## src/rtl/spi_cfg_pkg.sv

```systemverilog
// Shared types and constants for the SPI configuration sequencer.
// Entry layout is {rw, addr, data} with rw = 1 meaning a register write.
package spi_cfg_pkg;

    typedef enum logic [2:0] {
        S_IDLE,
        S_FETCH,
        S_ISSUE,
        S_WAIT,
        S_NEXT,
        S_DONE,
        S_ERR
    } state_t;

    localparam logic [1:0] ERR_NONE     = 2'd0;
    localparam logic [1:0] ERR_TIMEOUT  = 2'd1;
    localparam logic [1:0] ERR_MISMATCH = 2'd2;

    localparam int DATA_LSB = 0;

    function automatic int rw_bit(input int addr_w, input int data_w);
        return addr_w + data_w;
    endfunction

    function automatic int addr_lsb(input int data_w);
        return data_w;
    endfunction

endpackage

```

## src/rtl/spi_cfg_table.sv

```systemverilog
// Entry table: one synchronous write port and one registered read port.
// The read register doubles as the command word presented to the SPI master.
module spi_cfg_table
    import spi_cfg_pkg::*;
#(
    parameter int DEPTH = 32,
    parameter int WIDTH = 22
) (
    input  logic                     clk,
    input  logic                     rst_n,
    input  logic                     wr_en,
    input  logic [$clog2(DEPTH)-1:0] wr_idx,
    input  logic [WIDTH-1:0]         wr_data,
    input  logic                     rd_en,
    input  logic [$clog2(DEPTH)-1:0] rd_idx,
    output logic [WIDTH-1:0]         rd_data
);

    logic [WIDTH-1:0] mem [DEPTH];

    // Contents are deliberately not reset so the array can map to RAM.
    always_ff @(posedge clk) begin
        if (wr_en) begin
            mem[wr_idx] <= wr_data;
        end
    end

    always_ff @(posedge clk or negedge rst_n) begin
        if (!rst_n) begin
            rd_data <= '0;
        end else if (rd_en) begin
            rd_data <= mem[rd_idx];
        end
    end

endmodule

```

## src/rtl/spi_cfg_sequencer.sv

```systemverilog
// Table-driven SPI configuration sequencer: walks entries 0..len-1 on start.
// Define SPI_CFG_READBACK_CHECK_EN to compare read data against the entry data field.
module spi_cfg_sequencer
    import spi_cfg_pkg::*;
#(
    parameter int ADDR_W      = 13,
    parameter int DATA_W      = 8,
    parameter int DEPTH       = 32,
    parameter int TIMEOUT_CYC = 4096
) (
    input  logic                        clk,
    input  logic                        rst_n,
    input  logic                        tbl_wr_en,
    input  logic [$clog2(DEPTH)-1:0]    tbl_wr_idx,
    input  logic [ADDR_W+DATA_W:0]      tbl_wr_data,
    input  logic [$clog2(DEPTH):0]      seq_len,
    input  logic                        start,
    output logic                        busy,
    output logic                        seq_done,
    output logic                        err,
    output logic [1:0]                  err_code,
    output logic [$clog2(DEPTH)-1:0]    err_idx,
    output logic                        cmd_valid,
    input  logic                        cmd_ready,
    output logic [ADDR_W+DATA_W:0]      cmd_word,
    input  logic                        spi_done,
    input  logic [DATA_W-1:0]           spi_rd_data,
    output logic                        rd_valid,
    output logic [DATA_W-1:0]           rd_data,
    output logic [$clog2(DEPTH)-1:0]    rd_idx
);

    localparam int IDX_W = $clog2(DEPTH);
    localparam int LEN_W = IDX_W + 1;
    localparam int ENT_W = 1 + ADDR_W + DATA_W;
    localparam int RW    = rw_bit(ADDR_W, DATA_W);
    localparam int TMR_W = $clog2(TIMEOUT_CYC) + 1;
    localparam logic [TMR_W-1:0] TMR_LAST  = TMR_W'(TIMEOUT_CYC - 1);
    localparam logic [LEN_W-1:0] DEPTH_LEN = LEN_W'(DEPTH);

    state_t           state;
    logic [IDX_W-1:0] idx;
    logic [LEN_W-1:0] len;
    logic [TMR_W-1:0] timer;
    logic             tbl_rd_en;
    logic             is_read;
    logic             rd_bad;
    logic             last_entry;

    assign tbl_rd_en  = (state == S_FETCH);
    assign is_read    = ~cmd_word[RW];
    assign last_entry = ({1'b0, idx} == (len - LEN_W'(1)));

`ifdef SPI_CFG_READBACK_CHECK_EN
    assign rd_bad = is_read && (spi_rd_data != cmd_word[DATA_LSB +: DATA_W]);
`else
    assign rd_bad = 1'b0;
`endif

    spi_cfg_table #(
        .DEPTH (DEPTH),
        .WIDTH (ENT_W)
    ) u_table (
        .clk     (clk),
        .rst_n   (rst_n),
        .wr_en   (tbl_wr_en && (state == S_IDLE)),
        .wr_idx  (tbl_wr_idx),
        .wr_data (tbl_wr_data),
        .rd_en   (tbl_rd_en),
        .rd_idx  (idx),
        .rd_data (cmd_word)
    );

    always_ff @(posedge clk or negedge rst_n) begin
        if (!rst_n) begin
            state     <= S_IDLE;
            idx       <= '0;
            len       <= '0;
            timer     <= '0;
            busy      <= 1'b0;
            seq_done  <= 1'b0;
            err       <= 1'b0;
            err_code  <= ERR_NONE;
            err_idx   <= '0;
            cmd_valid <= 1'b0;
            rd_valid  <= 1'b0;
            rd_data   <= '0;
            rd_idx    <= '0;
        end else begin
            seq_done <= 1'b0;
            rd_valid <= 1'b0;
            case (state)
                S_IDLE: begin
                    if (start) begin
                        idx      <= '0;
                        len      <= (seq_len > DEPTH_LEN) ? DEPTH_LEN : seq_len;
                        err      <= 1'b0;
                        err_code <= ERR_NONE;
                        if (seq_len == '0) begin
                            seq_done <= 1'b1;
                        end else begin
                            busy  <= 1'b1;
                            state <= S_FETCH;
                        end
                    end
                end
                S_FETCH: begin
                    cmd_valid <= 1'b1;
                    state     <= S_ISSUE;
                end
                S_ISSUE: begin
                    if (cmd_ready) begin
                        cmd_valid <= 1'b0;
                        timer     <= '0;
                        state     <= S_WAIT;
                    end
                end
                S_WAIT: begin
                    // A completion in the final timer cycle still wins over the timeout.
                    if (spi_done) begin
                        if (is_read) begin
                            rd_valid <= 1'b1;
                            rd_data  <= spi_rd_data;
                            rd_idx   <= idx;
                        end
                        if (rd_bad) begin
                            err      <= 1'b1;
                            err_code <= ERR_MISMATCH;
                            err_idx  <= idx;
                            busy     <= 1'b0;
                            state    <= S_ERR;
                        end else begin
                            state <= S_NEXT;
                        end
                    end else if (timer == TMR_LAST) begin
                        err      <= 1'b1;
                        err_code <= ERR_TIMEOUT;
                        err_idx  <= idx;
                        busy     <= 1'b0;
                        state    <= S_ERR;
                    end else begin
                        timer <= timer + TMR_W'(1);
                    end
                end
                S_NEXT: begin
                    if (last_entry) begin
                        seq_done <= 1'b1;
                        busy     <= 1'b0;
                        state    <= S_DONE;
                    end else begin
                        idx   <= idx + IDX_W'(1);
                        state <= S_FETCH;
                    end
                end
                S_DONE:  state <= S_IDLE;
                S_ERR:   state <= S_IDLE;
                default: state <= S_IDLE;
            endcase
        end
    end

endmodule

```

## config.mk

```make
export PLATFORM = sky130hd
export DESIGN_NAME = spi_cfg_sequencer
export DESIGN_NICKNAME = d
export VERILOG_FILES = /design/src/rtl/spi_cfg_pkg.sv /design/src/rtl/spi_cfg_table.sv /design/src/rtl/spi_cfg_sequencer.sv
export SDC_FILE = /design/constraint.sdc
export NUM_CORES = 1
export LEC_CHECK = 0
export CAP_MARGIN = 20
export CORE_MARGIN = 1.5
export CORE_UTILIZATION = 35
export DETAILED_ROUTE_END_ITERATION = 6
export PLACE_DENSITY = 0.62
export SYNTH_ARGS = -nofsm -noshare
export SYNTH_HDL_FRONTEND = slang
export SYNTH_HIERARCHICAL = 1
export SYNTH_SLANG_ARGS = --single-unit
```

## constraint.sdc

```tcl
create_clock -name clk -period 9.3 [get_ports clk]
set_input_delay 1.395 -clock clk [delete_from_list [all_inputs] [get_ports clk]]
set_output_delay 1.395 -clock clk [all_outputs]
set_load 0.02 [all_outputs]
```

==> flow_summary.json, run 1 <==
{
  "drive_above_1_share_pct": 12.6,
  "dp_cells": 2933,
  "dieWidth_um": 299,
  "dr.pass1.iters": 7,
  "p_sw_share_pct": 29.1,
  "seq_power_share_pct": 44.3,
  "cp_num_buf_inv": 2,
  "post-route-min-period_ps": 4270,
  "clock.fmax_mhz": 234,
  "synth_simple_gate_area_share_pct": 3.12,
  "cp.arrival_ps": 4510,
  "yosysSeqAreaShare_pct": 74.6,
  "cap_viol_max_count": 0,
  "initial_core_util_pct": 35.4,
  "ant_nets": 0,
  "coreArea_mm2": 0.0869,
  "num_rows": 108,
  "synth_area_leaders": "edfxtp_1, mux2i_1, dfrtp_1",
  "cts_hold_buf": 0,
  "ys_async_sr_fraction_pct": 9.28,
  "setup_viol": 0,
  "post_cts_resized": 0,
  "synth.cell_area_mm2": 0.0308,
  "routed_via_density": 5.33,
  "clock-skew-final_ps": 31.6,
  "cts_htree_levels": 3,
  "setup_ws_ps": 5030,
  "slew_viol_final": 0,
  "cts_made_buffers": 79,
  "tightest_slew_ps": 1180,
  "routed_wl_um": 76400,
  "synth_top_family_by_area": "multiplexers",
  "rsz0062_at_grt": "false",
  "grt_max_degree": 130,
  "groute.usage.overall_pct": 16.7,
  "syn-num-nets": 1820,
  "hp-start": "rd_data[2]",
  "synth_compound_area_share_pct": 6.77,
  "worst-path-max-fanout": 22,
  "synth_top_area_share_pct": 68.7,
  "final_area_mm2": 0.0354,
  "clockPowerShare_pct": 33.6,
  "fin_cells": 3082,
  "grt_first_pass_wirelength_um": 109000,
  "fin_tns_setup_ps": 0,
  "initialDrtViolationCount": 1641,
  "synth_ff_type": "edfxtp_1",
  "pre_cts_ws_ps": 4490,
  "grt_overflow": 0,
  "yosys_warnings": 6,
  "ff2ff_path_depth": 6,
  "routedWlPerCell_um": 24.8,
  "start_kind": "input port",
  "cts_buffer_depth": 3,
  "area_delta_synth_final_pct": 15.1,
  "path_class": "input port to register",
  "cts_tree": "built",
  "status": "finished with violations",
  "synth-xor-area-share_pct": 0.167,
  "die_area_mm2": 0.0897,
  "root_buffer": "clkbuf_16",
  "num_vias": 16400,
  "syn_area_per_cell_um2": 17.4,
  "cpPeakStageDelay_ps": 870,
  "whs_endpoint": "rd_data[2]",
  "cp.required_ps": 9540,
  "p_int_mw": 6.58,
  "ys_ff_latch": 776,
  "cts.sinks": 776,
  "num-fill-cells": 7721,
  "failed_checks": "DRC",
  "hold_viol_final": 0,
  "placed_area_mm2": 0.0328,
  "path_clk_slew_ps": 50,
  "port_buffers": 92,
  "synthCells": 1770,
  "worstSetupEndpointType": "register",
  "muxShareOfSynthArea_pct": 13.1,
  "post-cts-setup-buffer-count": 0,
  "peakVddDrop_mv": 0.180,
  "grt_pass1_vias": 16000,
  "reg2reg_to": "u_table/rd_data[15]",
  "clock_latency_ps": 640,
  "slew_headroom_pct": 21.3,
  "post_synth_num_cell_types": 58,
  "p_leak_nw": 11.0,
  "power.total_mw": 9.29,
  "critPathTopFamily": "simple AND/OR/NAND/NOR gates",
  "gp_congestion": 0.845,
  "layout_commonest_cell": "edfxtp_1",
  "pwr-share-comb_pct": 22.1,
  "mostFrequentLayoutCells": "edfxtp_1, mux2i_1, a22oi_1",
  "final_nets": 1910,
  "drc_errors": 1,
  "regToRegSetupSlack_ps": 5370,
  "hold_depth": 1,
  "antenna_found_initial": 1,
  "netlist.top_cell.by_area": "edfxtp_1",
  "power_density_mw_per_mm2": 262,
  "hpwl_um": 46100,
  "synth_edf_count": 704,
  "fin_crit_sh_pct": 45.9,
  "min-delay-path-class": "register to register",
  "crit_chain": "clkdlybuf4s50_1, nor4b_2, nand3_1, buf_4, nor2_4",
  "ios": 94,
  "die_h_um": 299,
  "yosys.area_share.adder_pct": 0.122,
  "cp_slowest_cell": "nor4b_2",
  "switching_power_mw": 2.70,
  "r2r_start": "idx[0]"
}
## per-layer routing
metal / GRT usage (%) / share of wire, % / vias to the layer above
li1: - / - / 7255
met1: 23.0 / 43 / 8453
met2: 26.4 / 46 / 609
met3: 3.75 / 7.6 / 116
met4: 4.98 / 2.9 / 2
met5: 0 / 0.014 / -
## worst max-delay path by stage
stage | start | end | slack, ps | depth (start not counted)
global route | tbl_wr_en | u_table/mem[15][15] | 5030 | 5
finish | tbl_wr_en | u_table/mem[15][7] | 5030 | 5
CTS | tbl_wr_en | u_table/mem[15][7] | 5130 | 5
floorplan | tbl_wr_en | u_table/mem[12][0] | 5480 | 4
global placement | tbl_wr_en | u_table/mem[29][10] | 4200 | 4
detailed placement | tbl_wr_en | u_table/mem[11][6] | 4490 | 5
## cells in the mapped netlist (4+ instances only)
cell      instances
a21oi_1          95
buf_6            18
mux2i_1         355
buf_4            20
nand3b_1          6
edfxtp_1        704
nand2_1          29
xnor2_1           4
nor2_1           40
a31oi_1           6
or3_1             4
and2_1            5
a22oi_1         176
nand2b_1         16
buf_2            15
and3_1            4
mux2_2           42
nor4_1           23
nor2b_1           6
dfrtp_1          72
clkbuf_1         40
o21ai_0          15
nand3_1          15
## worst reg2reg max path, stage by stage (launching register included)
cell	delay, ps
dfrtp_4	1050
buf_12	620
mux2i_1	550
a22oi_1	360
a21oi_1	200
nor4_1	810
mux2_2	300
## power groups by stage
stage / sequential [mW] / combinational, mW / clock (mW)
2_1_floorplan: 4.19 / 1.34 / 0
4_1_cts: 4.12 / 2.04 / 3.18
6_report: 4.11 / 2.05 / 3.12
5_1_grt: 4.14 / 2.16 / 3.32
3_3_place_gp: 4.18 / 2.00 / 0
3_5_place_dp: 4.19 / 2.03 / 0
## cells by family after synthesis
| logic type | count (synthesis) |
|---|---|
| other cells | 1 |
| compound gates | 311 |
| simple gates | 175 |
| xor+xnor | 5 |
| flops | 776 |
| fa+ha+maj | 3 |
| buf+inv | 102 |
| mux | 397 |
## sequential cells by signal, indices dropped and copies added, names as in the netlist
register         cells
busy                 1
rd_idx               5
rd_data              8
len                  6
idx                  5
rd_valid             1
err_idx              5
timer               13
err_code             1
seq_done             1
u_table/mem        704
state                3
u_table/rd_data     22
cmd_valid            1
## layout make-up
cell class | count | area [um^2] | share of cell area [%]
flip-flops and latches | 776 | 22900 | 64.8
multi-input cells | 892 | 7430 | 21.0
clock buffers | 100 | 2130 | 6.01
well taps | 1155 | 1450 | 4.08
repair buffers | 108 | 996 | 2.81
clock inverters | 45 | 447 | 1.26
inverters | 3 | 11.3 | 0.0318
diodes | 3 | 7.51 | 0.0212
## through the flow
step                hold WS [ps]  util, %
floorplan                    460        -
global placement             484     37.7
detailed placement           496     37.8
CTS                          508     40.7
global route                 516     40.7
finish                       504     40.8
No activity file was read; power rests on OpenSTA's default activity.
==> inputs of run 2 (changes only) <==
==> constraint.sdc (replaced) <==
create_clock -name clk -period 4.25 [get_ports clk]
set_input_delay 0.6375 -clock clk [delete_from_list [all_inputs] [get_ports clk]]
set_output_delay 0.6375 -clock clk [all_outputs]
set_load 0.02 [all_outputs]
==> run 2 against run 1 <==
  * Worst setup slack got worse by 3800 ps
  * Count of clock-buffer cells in the layout rose by 9
  * Cell area rose by 3.2%
  * Largest cell class unchanged
  * Die area did not move
  * Hold slack got worse by 400 ps
  * Register-to-register slack got worse by 4100 ps
  * The run now ends clean
  * Total power rose by 120%
  * Combinational power rose by 120%
  * Non-clock buffer count rose by 80
  * Utilization rose by 1.3 points
==> flow_summary.json, run 2 (synthesis results as in run 1) <==
{
  "grt_pass1_vias": 16600,
  "dieWidth_um": 299,
  "area_delta_synth_final_pct": 18.8,
  "layout_commonest_cell": "edfxtp_1",
  "fin_crit_sh_pct": 70.6,
  "ios": 94,
  "setup_viol": 0,
  "initial_core_util_pct": 35.4,
  "die_h_um": 299,
  "p_leak_nw": 11.5,
  "routedWlPerCell_um": 23.7,
  "coreArea_mm2": 0.0869,
  "rsz0062_at_grt": "false",
  "power.total_mw": 20.6,
  "clockPowerShare_pct": 34.2,
  "final_nets": 1993,
  "initialDrtViolationCount": 1438,
  "routed_via_density": 5.24,
  "power_density_mw_per_mm2": 563,
  "cts_buffer_depth": 3,
  "fin_tns_setup_ps": 0,
  "r2r_start": "idx[2]",
  "grt_first_pass_wirelength_um": 110000,
  "clock.fmax_mhz": 333,
  "root_buffer": "clkbuf_16",
  "cp.arrival_ps": 3500,
  "start_kind": "register",
  "ant_nets": 0,
  "tightest_slew_ps": 1020,
  "antenna_found_initial": 4,
  "slew_viol_final": 0,
  "seq_power_share_pct": 43.7,
  "die_area_mm2": 0.0897,
  "grt_overflow": 0,
  "top_regs": "u_table/mem x704, u_table/rd_data x22, timer x13",
  "port_buffers": 92,
  "clock_latency_ps": 660,
  "grt_max_degree": 77,
  "min-delay-path-class": "input port to async pin",
  "num_antenna_cells": 0,
  "drive_above_1_share_pct": 15.1,
  "post_cts_resized": 0,
  "groute.usage.overall_pct": 16.5,
  "cts_htree_levels": 3,
  "worstSetupEndpointType": "register",
  "path_clk_slew_ps": 60,
  "cts_hold_buf": 0,
  "dr.pass1.iters": 5,
  "gp_congestion": 0.822,
  "num_rows": 108,
  "routed_wl_um": 75100,
  "post-route-min-period_ps": 3000,
  "mostFrequentLayoutCells": "edfxtp_1, mux2i_1, a22oi_1",
  "final_area_mm2": 0.0365,
  "placed_area_mm2": 0.0338,
  "cap_viol_max_count": 0,
  "drc_errors": 0,
  "path_class": "register to register",
  "p_int_mw": 14.7,
  "cp.required_ps": 4750,
  "switching_power_mw": 5.88,
  "worst-path-max-fanout": 26,
  "post-cts-setup-buffer-count": 0,
  "clock-skew-final_ps": 51.7,
  "hpwl_um": 46900,
  "startpoint": "idx[2]",
  "p_sw_share_pct": 28.6,
  "cts.sinks": 776,
  "top_register": "u_table/mem",
  "cts_made_buffers": 82,
  "hold_viol_final": 0,
  "peakVddDrop_mv": 0.384,
  "pwr-share-comb_pct": 22.1,
  "cts_tree": "built",
  "num_vias": 16600,
  "slew_headroom_pct": 32.1,
  "largest_reg_flops": 704,
  "status": "finished, final reports clean"
}
## run 2: per-layer routing
metal | up-vias | routed length [um] | track usage (%)
met4 | 6 | 2430 | 5.96
met5 | - | 35 | 0
li1 | 7425 | - | -
met2 | 536 | 35800 | 26.7
met1 | 8507 | 32500 | 22.5
met3 | 131 | 4270 | 2.88
## run 2: layout make-up
type	instances	area, um^2
Clock buffer	109	2210
Clock inverter	45	495
Fill cell	7652	50400
Inverter	3	11.3
Multi-Input combinational cell	892	7430
Sequential cell	776	22900
Tap cell	1155	1450
Timing Repair Buffer	188	1990
## run 2: worst max-delay path, stage by stage (launching register included)
cell	delay, ps
dfrtp_1	660
nor2b_4	900
buf_12	280
a22oi_1	110
a21oi_1	420
nor4_1	180
mux2_2	300
## run 2: path summary, 6_finish.rpt
check / end / slack (ps) / depth (start not counted)
max in group asynchronous: rd_data[4] / 3180 / 2
worst min register to register: rd_data[1] / 500 / 1
min in group clk: rd_data[1] / 500 / 1
worst min-delay path: err_idx[3] / 100 / 1
worst max-delay path: u_table/rd_data[11] / 1250 / 6
worst max register to register: u_table/rd_data[11] / 1250 / 6
## run 2: power by group through the flow
| stage | clock network, mW | registers [mW] | logic, mW |
|---|---|---|---|
| after global routing | 7.48 | 9.03 | 4.83 |
| after CTS | 7.19 | 9.00 | 4.56 |
| final | 7.04 | 8.98 | 4.54 |
| after floorplan | 0 | 9.18 | 2.93 |
| after global placement | 0 | 9.15 | 4.49 |
| after detailed placement | 0 | 9.16 | 4.55 |
## run 2: per-stage QoR
step / instances / hold slack (ps) / worst slack (ps) / util (%)
2_1_floorplan: 1770 / 342 / 1190 / -
3_3_place_gp: 3010 / 486 / 1080 / 38.8
3_5_place_dp: 3012 / 488 / 1100 / 38.9
4_1_cts: 3166 / 85.6 / 1320 / 42.0
5_1_grt: 3168 / 136 / 1180 / 42.0
6_report: 3168 / 100 / 1250 / 42.0
